### src/rtl/mc_control_fsm.sv
// ---------------------------------------------------------------------------
// mc_control_fsm
//   Main controller for a multicycle MIPS datapath. It is a Moore FSM that
//   sequences FETCH / DECODE / EXEC / MEM / WB for each instruction. It
//   drives aluop to the downstream ALU decoder, plus all datapath enables
//   and selects. Memory states stall on mem_ready. If memory does not
//   answer within TIMEOUT cycles, the access is aborted back to FETCH.
//
// Parameters
//   TIMEOUT      max cycles spent waiting on mem_ready in one memory state
//                (>= 2)
// Configuration macro
//   MC_CTRL_BNE_EN  when defined, adds bne (op 000101) as a branch-on-not-
//                   zero state. When undefined, that opcode is illegal.
//
// Ports
//   clk          in   clock, rising edge
//   reset        in   synchronous, active-low
//   op[5:0]      in   opcode from the instruction register
//   zero         in   ALU zero flag
//   mem_ready    in   memory ack; the access completes in the cycle it is 1
//   mem_req      out  memory access request (FETCH, MEMRD, MEMWR)
//   memwrite     out  store strobe
//   irwrite      out  instruction register load
//   pcwrite      out  PC load
//   iord         out  0 = PC address, 1 = ALUOut address
//   alusrca      out  0 = PC, 1 = regA
//   alusrcb[1:0] out  00 regB, 01 const 4, 10 signimm, 11 signimm<<2
//   aluop[1:0]   out  00 add, 01 sub, 10 funct-decoded
//   pcsrc[1:0]   out  00 ALU result, 01 ALUOut, 10 jump target
//   regwrite     out  register file write enable
//   regdst       out  0 = rt, 1 = rd
//   memtoreg     out  0 = ALUOut, 1 = memory data
//   illegal_op   out  1-cycle pulse on an unknown opcode
//   mem_timeout  out  1-cycle pulse on a stall abort
// ---------------------------------------------------------------------------
module mc_control_fsm #(
  parameter int TIMEOUT = 16
) (
  input  logic       clk,
  input  logic       reset,
  input  logic [5:0] op,
  input  logic       zero,
  input  logic       mem_ready,
  output logic       mem_req,
  output logic       memwrite,
  output logic       irwrite,
  output logic       pcwrite,
  output logic       iord,
  output logic       alusrca,
  output logic [1:0] alusrcb,
  output logic [1:0] aluop,
  output logic [1:0] pcsrc,
  output logic       regwrite,
  output logic       regdst,
  output logic       memtoreg,
  output logic       illegal_op,
  output logic       mem_timeout
);

  localparam int CW = (TIMEOUT > 2) ? $clog2(TIMEOUT) : 1;
  localparam logic [CW-1:0] LIMIT = CW'(TIMEOUT - 1);

  localparam logic [5:0] OP_RTYPE = 6'b000000;
  localparam logic [5:0] OP_LW    = 6'b100011;
  localparam logic [5:0] OP_SW    = 6'b101011;
  localparam logic [5:0] OP_BEQ   = 6'b000100;
  localparam logic [5:0] OP_ADDI  = 6'b001000;
  localparam logic [5:0] OP_J     = 6'b000010;
`ifdef MC_CTRL_BNE_EN
  localparam logic [5:0] OP_BNE   = 6'b000101;
`endif

  typedef enum logic [3:0] {
    FETCH   = 4'd0,
    DECODE  = 4'd1,
    MEMADR  = 4'd2,
    MEMRD   = 4'd3,
    MEMWB   = 4'd4,
    MEMWR   = 4'd5,
    RTYPEEX = 4'd6,
    RTYPEWB = 4'd7,
    BEQEX   = 4'd8,
    ADDIEX  = 4'd9,
    ADDIWB  = 4'd10,
    JEX     = 4'd11,
    BNEEX   = 4'd12
  } state_t;

  state_t        state, state_nxt;
  logic [CW-1:0] cnt, cnt_nxt;
  logic          ill_q, ill_nxt;
  logic          is_mem, timeout;

  // Stall bookkeeping shared by the next-state and output logic.
  assign is_mem  = (state == FETCH) || (state == MEMRD) || (state == MEMWR);
  assign timeout = is_mem && !mem_ready && (cnt == LIMIT);

  // State register
  always_ff @(posedge clk) begin
    if (!reset) begin
      state <= FETCH;
      cnt   <= '0;
      ill_q <= 1'b0;
    end else begin
      state <= state_nxt;
      cnt   <= cnt_nxt;
      ill_q <= ill_nxt;
    end
  end

  // Next-state logic
  always_comb begin
    state_nxt = state;
    ill_nxt   = 1'b0;
    // The counter only keeps counting while we stay in the same memory
    // state. Any other path, including a timeout re-entry into FETCH,
    // starts the next memory state from zero.
    cnt_nxt   = (is_mem && !mem_ready && !timeout) ? cnt + 1'b1 : '0;
    unique case (state)
      FETCH:   if (timeout) state_nxt = FETCH;
               else if (mem_ready) state_nxt = DECODE;
      DECODE: begin
        unique case (op)
          OP_LW, OP_SW: state_nxt = MEMADR;
          OP_RTYPE:     state_nxt = RTYPEEX;
          OP_BEQ:       state_nxt = BEQEX;
          OP_ADDI:      state_nxt = ADDIEX;
          OP_J:         state_nxt = JEX;
`ifdef MC_CTRL_BNE_EN
          OP_BNE:       state_nxt = BNEEX;
`endif
          default: begin
            state_nxt = FETCH;
            ill_nxt   = 1'b1;
          end
        endcase
      end
      MEMADR:  state_nxt = (op == OP_SW) ? MEMWR : MEMRD;
      MEMRD:   if (timeout) state_nxt = FETCH;
               else if (mem_ready) state_nxt = MEMWB;
      MEMWR:   if (timeout || mem_ready) state_nxt = FETCH;
      MEMWB:   state_nxt = FETCH;
      RTYPEEX: state_nxt = RTYPEWB;
      RTYPEWB: state_nxt = FETCH;
      BEQEX:   state_nxt = FETCH;
      BNEEX:   state_nxt = FETCH;
      ADDIEX:  state_nxt = ADDIWB;
      ADDIWB:  state_nxt = FETCH;
      JEX:     state_nxt = FETCH;
      default: state_nxt = FETCH;
    endcase
  end

  // Output logic. The illegal-opcode pulse is registered. Because of that,
  // op never reaches an output combinationally, and the pulse appears in
  // the cycle right after DECODE. Everything is forced low while reset is
  // held, so no strobe can fire in the reset cycle.
  always_comb begin
    mem_req     = 1'b0;
    memwrite    = 1'b0;
    irwrite     = 1'b0;
    pcwrite     = 1'b0;
    iord        = 1'b0;
    alusrca     = 1'b0;
    alusrcb     = 2'b00;
    aluop       = 2'b00;
    pcsrc       = 2'b00;
    regwrite    = 1'b0;
    regdst      = 1'b0;
    memtoreg    = 1'b0;
    illegal_op  = 1'b0;
    mem_timeout = 1'b0;
    if (reset) begin
      illegal_op  = ill_q;
      mem_timeout = timeout;
      unique case (state)
        FETCH: begin
          mem_req = 1'b1;
          alusrcb = 2'b01;
          irwrite = mem_ready;
          pcwrite = mem_ready;
        end
        DECODE:  alusrcb = 2'b11;
        MEMADR, ADDIEX: begin
          alusrca = 1'b1;
          alusrcb = 2'b10;
        end
        MEMRD: begin
          mem_req = 1'b1;
          iord    = 1'b1;
        end
        MEMWB: begin
          regwrite = 1'b1;
          memtoreg = 1'b1;
        end
        MEMWR: begin
          mem_req  = 1'b1;
          iord     = 1'b1;
          memwrite = mem_ready;
        end
        RTYPEEX: begin
          alusrca = 1'b1;
          aluop   = 2'b10;
        end
        RTYPEWB: begin
          regwrite = 1'b1;
          regdst   = 1'b1;
        end
        BEQEX, BNEEX: begin
          alusrca = 1'b1;
          aluop   = 2'b01;
          pcsrc   = 2'b01;
          pcwrite = (state == BEQEX) ? zero : ~zero;
        end
        ADDIWB:  regwrite = 1'b1;
        JEX: begin
          pcsrc   = 2'b10;
          pcwrite = 1'b1;
        end
        default: ;
      endcase
    end
  end

endmodule

### config.mk
export PLATFORM = sky130hd
export DESIGN_NAME = mc_control_fsm
export DESIGN_NICKNAME = d
export VERILOG_FILES = /design/src/rtl/mc_control_fsm.sv
export SDC_FILE = /design/constraint.sdc
export NUM_CORES = 1
export LEC_CHECK = 0
export BUFFER_PORTS_ARGS = -buffer_cell sky130_fd_sc_hd__buf_2
export CAP_MARGIN = 20
export CORE_MARGIN = 8
export CORE_UTILIZATION = 35
export DETAILED_ROUTE_END_ITERATION = 8
export MAX_ROUTING_LAYER = met4
export PLACE_DENSITY_LB_ADDON = 0.3
export SKIP_CTS_REPAIR_TIMING = 1
export SLEW_MARGIN = 5
export SYNTH_ARGS = -nofsm -noshare
export SYNTH_HDL_FRONTEND = slang
export SYNTH_SLANG_ARGS = --single-unit
### constraint.sdc
create_clock -name clk -period 2.03 [get_ports clk]
set_clock_uncertainty 0.05 [all_clocks]
set_input_delay 0.5075 -clock clk [delete_from_list [all_inputs] [get_ports clk]]
set_output_delay 0.5075 -clock clk [all_outputs]
set_load 0.03 [all_outputs]
* Word-level counts from Yosys, hierarchy flattened *
Index checks and enable logic that the tools add are counted.

storage, ports and cells
  register bits after elaboration = 9
  input port bits = 10
  output and inout port bits = 17
  word-level logic and storage cells = 83

cells by class
  add/sub/neg operators = 1
  equal/unequal tests = 21
  mux-type cells = 36
  bitwise operators = 1
  reduce and logical (&&, ||, !) cells = 21

operator list
  cell                 count
  $pmux 4 s7           1
  $eq 4x4->1 const B   6
  $mux 1               21
  $mux 4               5
  $pmux 4 s5           1
  $eq 4x3->1 const B   4
  $eq 6x6->1 const B   2
  $eq 4x2->1 const B   2
  $pmux 2 s2           2
  $reduce_or 2->1      4
  $eq 6x2->1 const B   1
  $eq 6x3->1 const B   1
  $eq 6x4->1 const B   1
  $logic_not 6->1      1
  $mux 2               3
  $ne 3x3->1 const B   2
  $pmux 2 s3           1
  $reduce_or 3->1      2
  $reduce_or 6->1      1
  $reduce_or 5->1      1
  $add 4x1->4 const B  1
  $eq 4x1->1 const B   1
  $logic_not 4->1      1
  $reduce_and 2->1     2
  other kinds (8)      13

* Longest topological paths before layout *
  word-level depth = 8
  gate-level depth with buffers = 5
  depth with buffers taken out = 5

* Worst setup path after synthesis *
No wires, ideal clock.

  path kind = register to output
  start = register state[3]
  end = output pcwrite
  arrival = 2.037 ns
  required time = 1.472 ns
  slack = -0.565 ns
  cell stages (with the launch flop) = 5
  path buffers = 1
  cells stage by stage = dfxtp_1 > buf_2 > inv_1 > nor4_1 > a211o_1

on the way
  cells in the longest elaborated chain, start to end = 4
  elaborated cells on any way between the ends = 8
  classes of those cells = 3 x eq/ne; 3 x mux; 2 x reduce/logical

RTL lines
  element                                           RTL line  text
  from (decl)                                       90        state_t state, state_nxt;
  from (signal assigned)                            106       state <= state_nxt;
  $eq 4x4->1 (on tied branches)                     177, 214
  $mux 1 / $reduce_or 2->1 (equally long branches)  214, 177
  $pmux 1 s3 *                                      177       unique case (state)
  $mux 1 *                                          174       if (reset) begin
  to (decl)                                         48        output logic pcwrite,

Mark *: on every way between the ends. The rest lies on a longest branch, timed or not.

* Final worst setup path *
  start = input mem_ready
  end = output mem_timeout

on the way
  cells in the longest elaborated chain, start to end = 4

RTL lines
  element                          RTL line  text
  from (decl)                      44        input logic mem_ready,
  $logic_not 1->1                  97        assign timeout = is_mem && !mem_ready && (cnt == LIMIT);
  $logic_and 1x1->1 (2 in series)  97
  $mux 1                           174
  to (decl)                        58        output logic mem_timeout

Every way passes these cells.

==> out/summary.txt <==
via density per instance - 5.38
largest net degree at the start of global routing - 13
Die X-Extent - 63.5 µm
CTS tree - yes
setup slack of the critical path after layout - 0.0133 ns
status - finished, final reports clean
Post-synth top flop - dfxtp_1
final count of pins violating max slew - 0
switch share - 35.6%
headroom to the max-slew limit - 64.5%
clk slew on worst S/H paths - 0.06 ns
most frequent standard cell in the layout excluding fill and tap cells - buf_2
number of antenna repair diodes - 0
overall die area - 4030 µm²
fin nets - 155
VDD IR-drop max - 0.416 mV
via count of the first global-routing pass - 887
per-instance average area after synthesis - 7.74 µm²
number of search-and-repair iterations in the first detailed-routing pass - 4
Inserted Clock Buffers - 3
number of fillers in the final layout - 224
via total after detailed routing - 920
setup repair after global routing missed its margin - yes
Clock Sink Count - 9
IO Port Bufs - 26
Setup WS pre-CTS - 0.0105 ns
portion of total power attributed to the clock network - 25.9%
detailed-route wire length per cell - 14.7 µm
Final Hold Viols - 0
post-synthesis instance area - 790 µm²
# IOs - 27
cells after synthesis - 102
post-route ant nets - 0
number of DRC markers after the initial detailed-route iteration - 33
area taken by flip-flops and latches - 193 µm²
GRT Residual Overflow - 0
highest clock frequency the design can meet - 496 MHz
proportion of power drawn by combinational gates - 38.0%
detailed-placement wirelength estimate - 1810 µm
required time worst endpoint - 1.47 ns
share of post-route cells with drive strength above 1 - 49.7%
Cell Rows - 17
area delta synth->final - 51.7%
post-layout minimum cycle time - 2.02 ns
wire length of the first global-routing pass - 3960 µm
combined area of the multi-input logic cells - 646 µm²
portion of total power attributed to sequential cells - 36.1%
number of H-tree levels - 1
All-Layer GR Usage - 11.8%
Routed Wire Length - 2520 µm
startpoint-to-endpoint class of the critical path - in2out
placeable core area - 2170 µm²
crit-path max FO - 3
utilization after layout - 55.2%
placed cells - 160
Final Cycle Share - 99.3%
placer congestion estimate - 0.869
final-report setup violation count - 0
number of synthesized flops with an enable pin - 0
Worst Max-Slew Pin Slew - 0.525 ns
Net Count, Synth - 113
pwr/cell area - 452 nW/µm²
reported net switching power - 193 µW
sequential cell area fraction in the yosys report - 22.8%
Cell Count, Final, Fillers Out - 171
Critical Path Start Type - primary input
clock latency on the worst-skew pair - 0.27 ns
post-detailed-route DRC marker count - 0
die outline height - 63.5 µm
initial antenna violation count - 0
Maximum Capacitance Violations - 0
Leak - 0.000526 µW
most used cells in the layout excluding fill and tap cells - 19 x buf_2, 18 x buf_4, 13 x nor2_1, 9 x nand2_1, 5 x dfxtp_1
data arrival time at the worst-slack endpoint - 1.46 ns
number of warnings reported in the yosys synthesis log - 0
Worst Setup End Kind - output port
initial core utilization - 36.4%
number of flip-flops and latches in the synthesized netlist - 9
count of cell types in the netlist - 39
classification of the worst-slack hold path - reg2reg
fraction of registers with async set or reset after synthesis - 0%
clock buffer depth - 2
clock root buffer - clkbuf_4
Power Internal - 349 µW
==> layer usage <==
metal  vias up  GRT usage [%]  part of all wire [%]
met5         -              -                     0
met4         0           3.34                   1.1
met3         2           2.12                   3.3
met2        24           20.5                    51
met1       440           13.3                    45
li1        454              -                     -
==> final timing paths <==
kind / slack (ns) / cells after the start / to / startpoint
worst min register to register: 0.40 / 1 / cnt[0] / cnt[0]
worst max-delay path: 0.01 / 6 / mem_timeout / mem_ready
worst max register to register: 0.30 / 5 / state[0] / state[0]
worst min-delay path: 0.40 / 1 / cnt[0] / cnt[0]
==> flip-flops by register name (all words and copies together), names as in the netlist <==
signal,count
state,4
cnt,4
ill_q,1
==> synthesized netlist by cell type (3+ instances only) <==
master,count,area (µm²)
and3_1,3,18.8
nor2_1,16,60.1
dfxtp_1,9,180
nor4_1,3,18.8
buf_2,3,15.0
nand3_1,4,20.0
nor2b_1,3,18.8
inv_1,3,11.3
xor2_1,4,35.0
and2_1,3,18.8
nand2_1,10,37.5
o2bb2ai_1,3,26.3
==> cells by family (layout without fill, tap and decap cells) <==
logic type      Yosys count  after routing  synth area share (%)
fa+ha+maj                 1              1                  1.58
simple gates             55             55                  36.6
compound gates           21             21                  24.7
buf+inv                   8             49                  4.28
xor+xnor                  7              7                  8.72
mux                       1              1                  1.27
flops                     9              9                  22.8
==> cell type report <==
class                      count  share of cell area (%)
multi-input combinational     85                    53.9
sequential                     9                    16.1
clock buffer                   4                    2.19
timing repair buffer          42                    23.6
inverter                       3                    1.25
tap                           28                    2.93
==> critical path, stage by stage <==
cell      delay [ns]
buf_2           0.12
or2_4           0.25
a211oi_2        0.23
nand2_1         0.09
nor2_2          0.12
buf_6           0.14
==> per-stage QoR <==
stage / hold slack [ns] / TNS (ns) / total power [µW] / cell area [µm²]
global route: 0.421 / -0.101 / 572 / 1200
detailed placement: 0.391 / 0 / 378 / 1030
floorplan: 0.368 / -0.0611 / 315 / 823
CTS: 0.401 / -1.30 / 522 / 1060
finish: 0.398 / 0 / 541 / 1200
global placement: 0.386 / 0 / 373 / 1030
==> power by group through the flow <==
stage               clock network [µW]  registers (µW)  logic, µW
detailed placement                   0             201        177
CTS                                147             197        178
global route                       155             196        221
finish                             140             196        206
global placement                     0             200        173
floorplan                            0             199        116
Note: power is estimated with default switching activity, not from simulation.
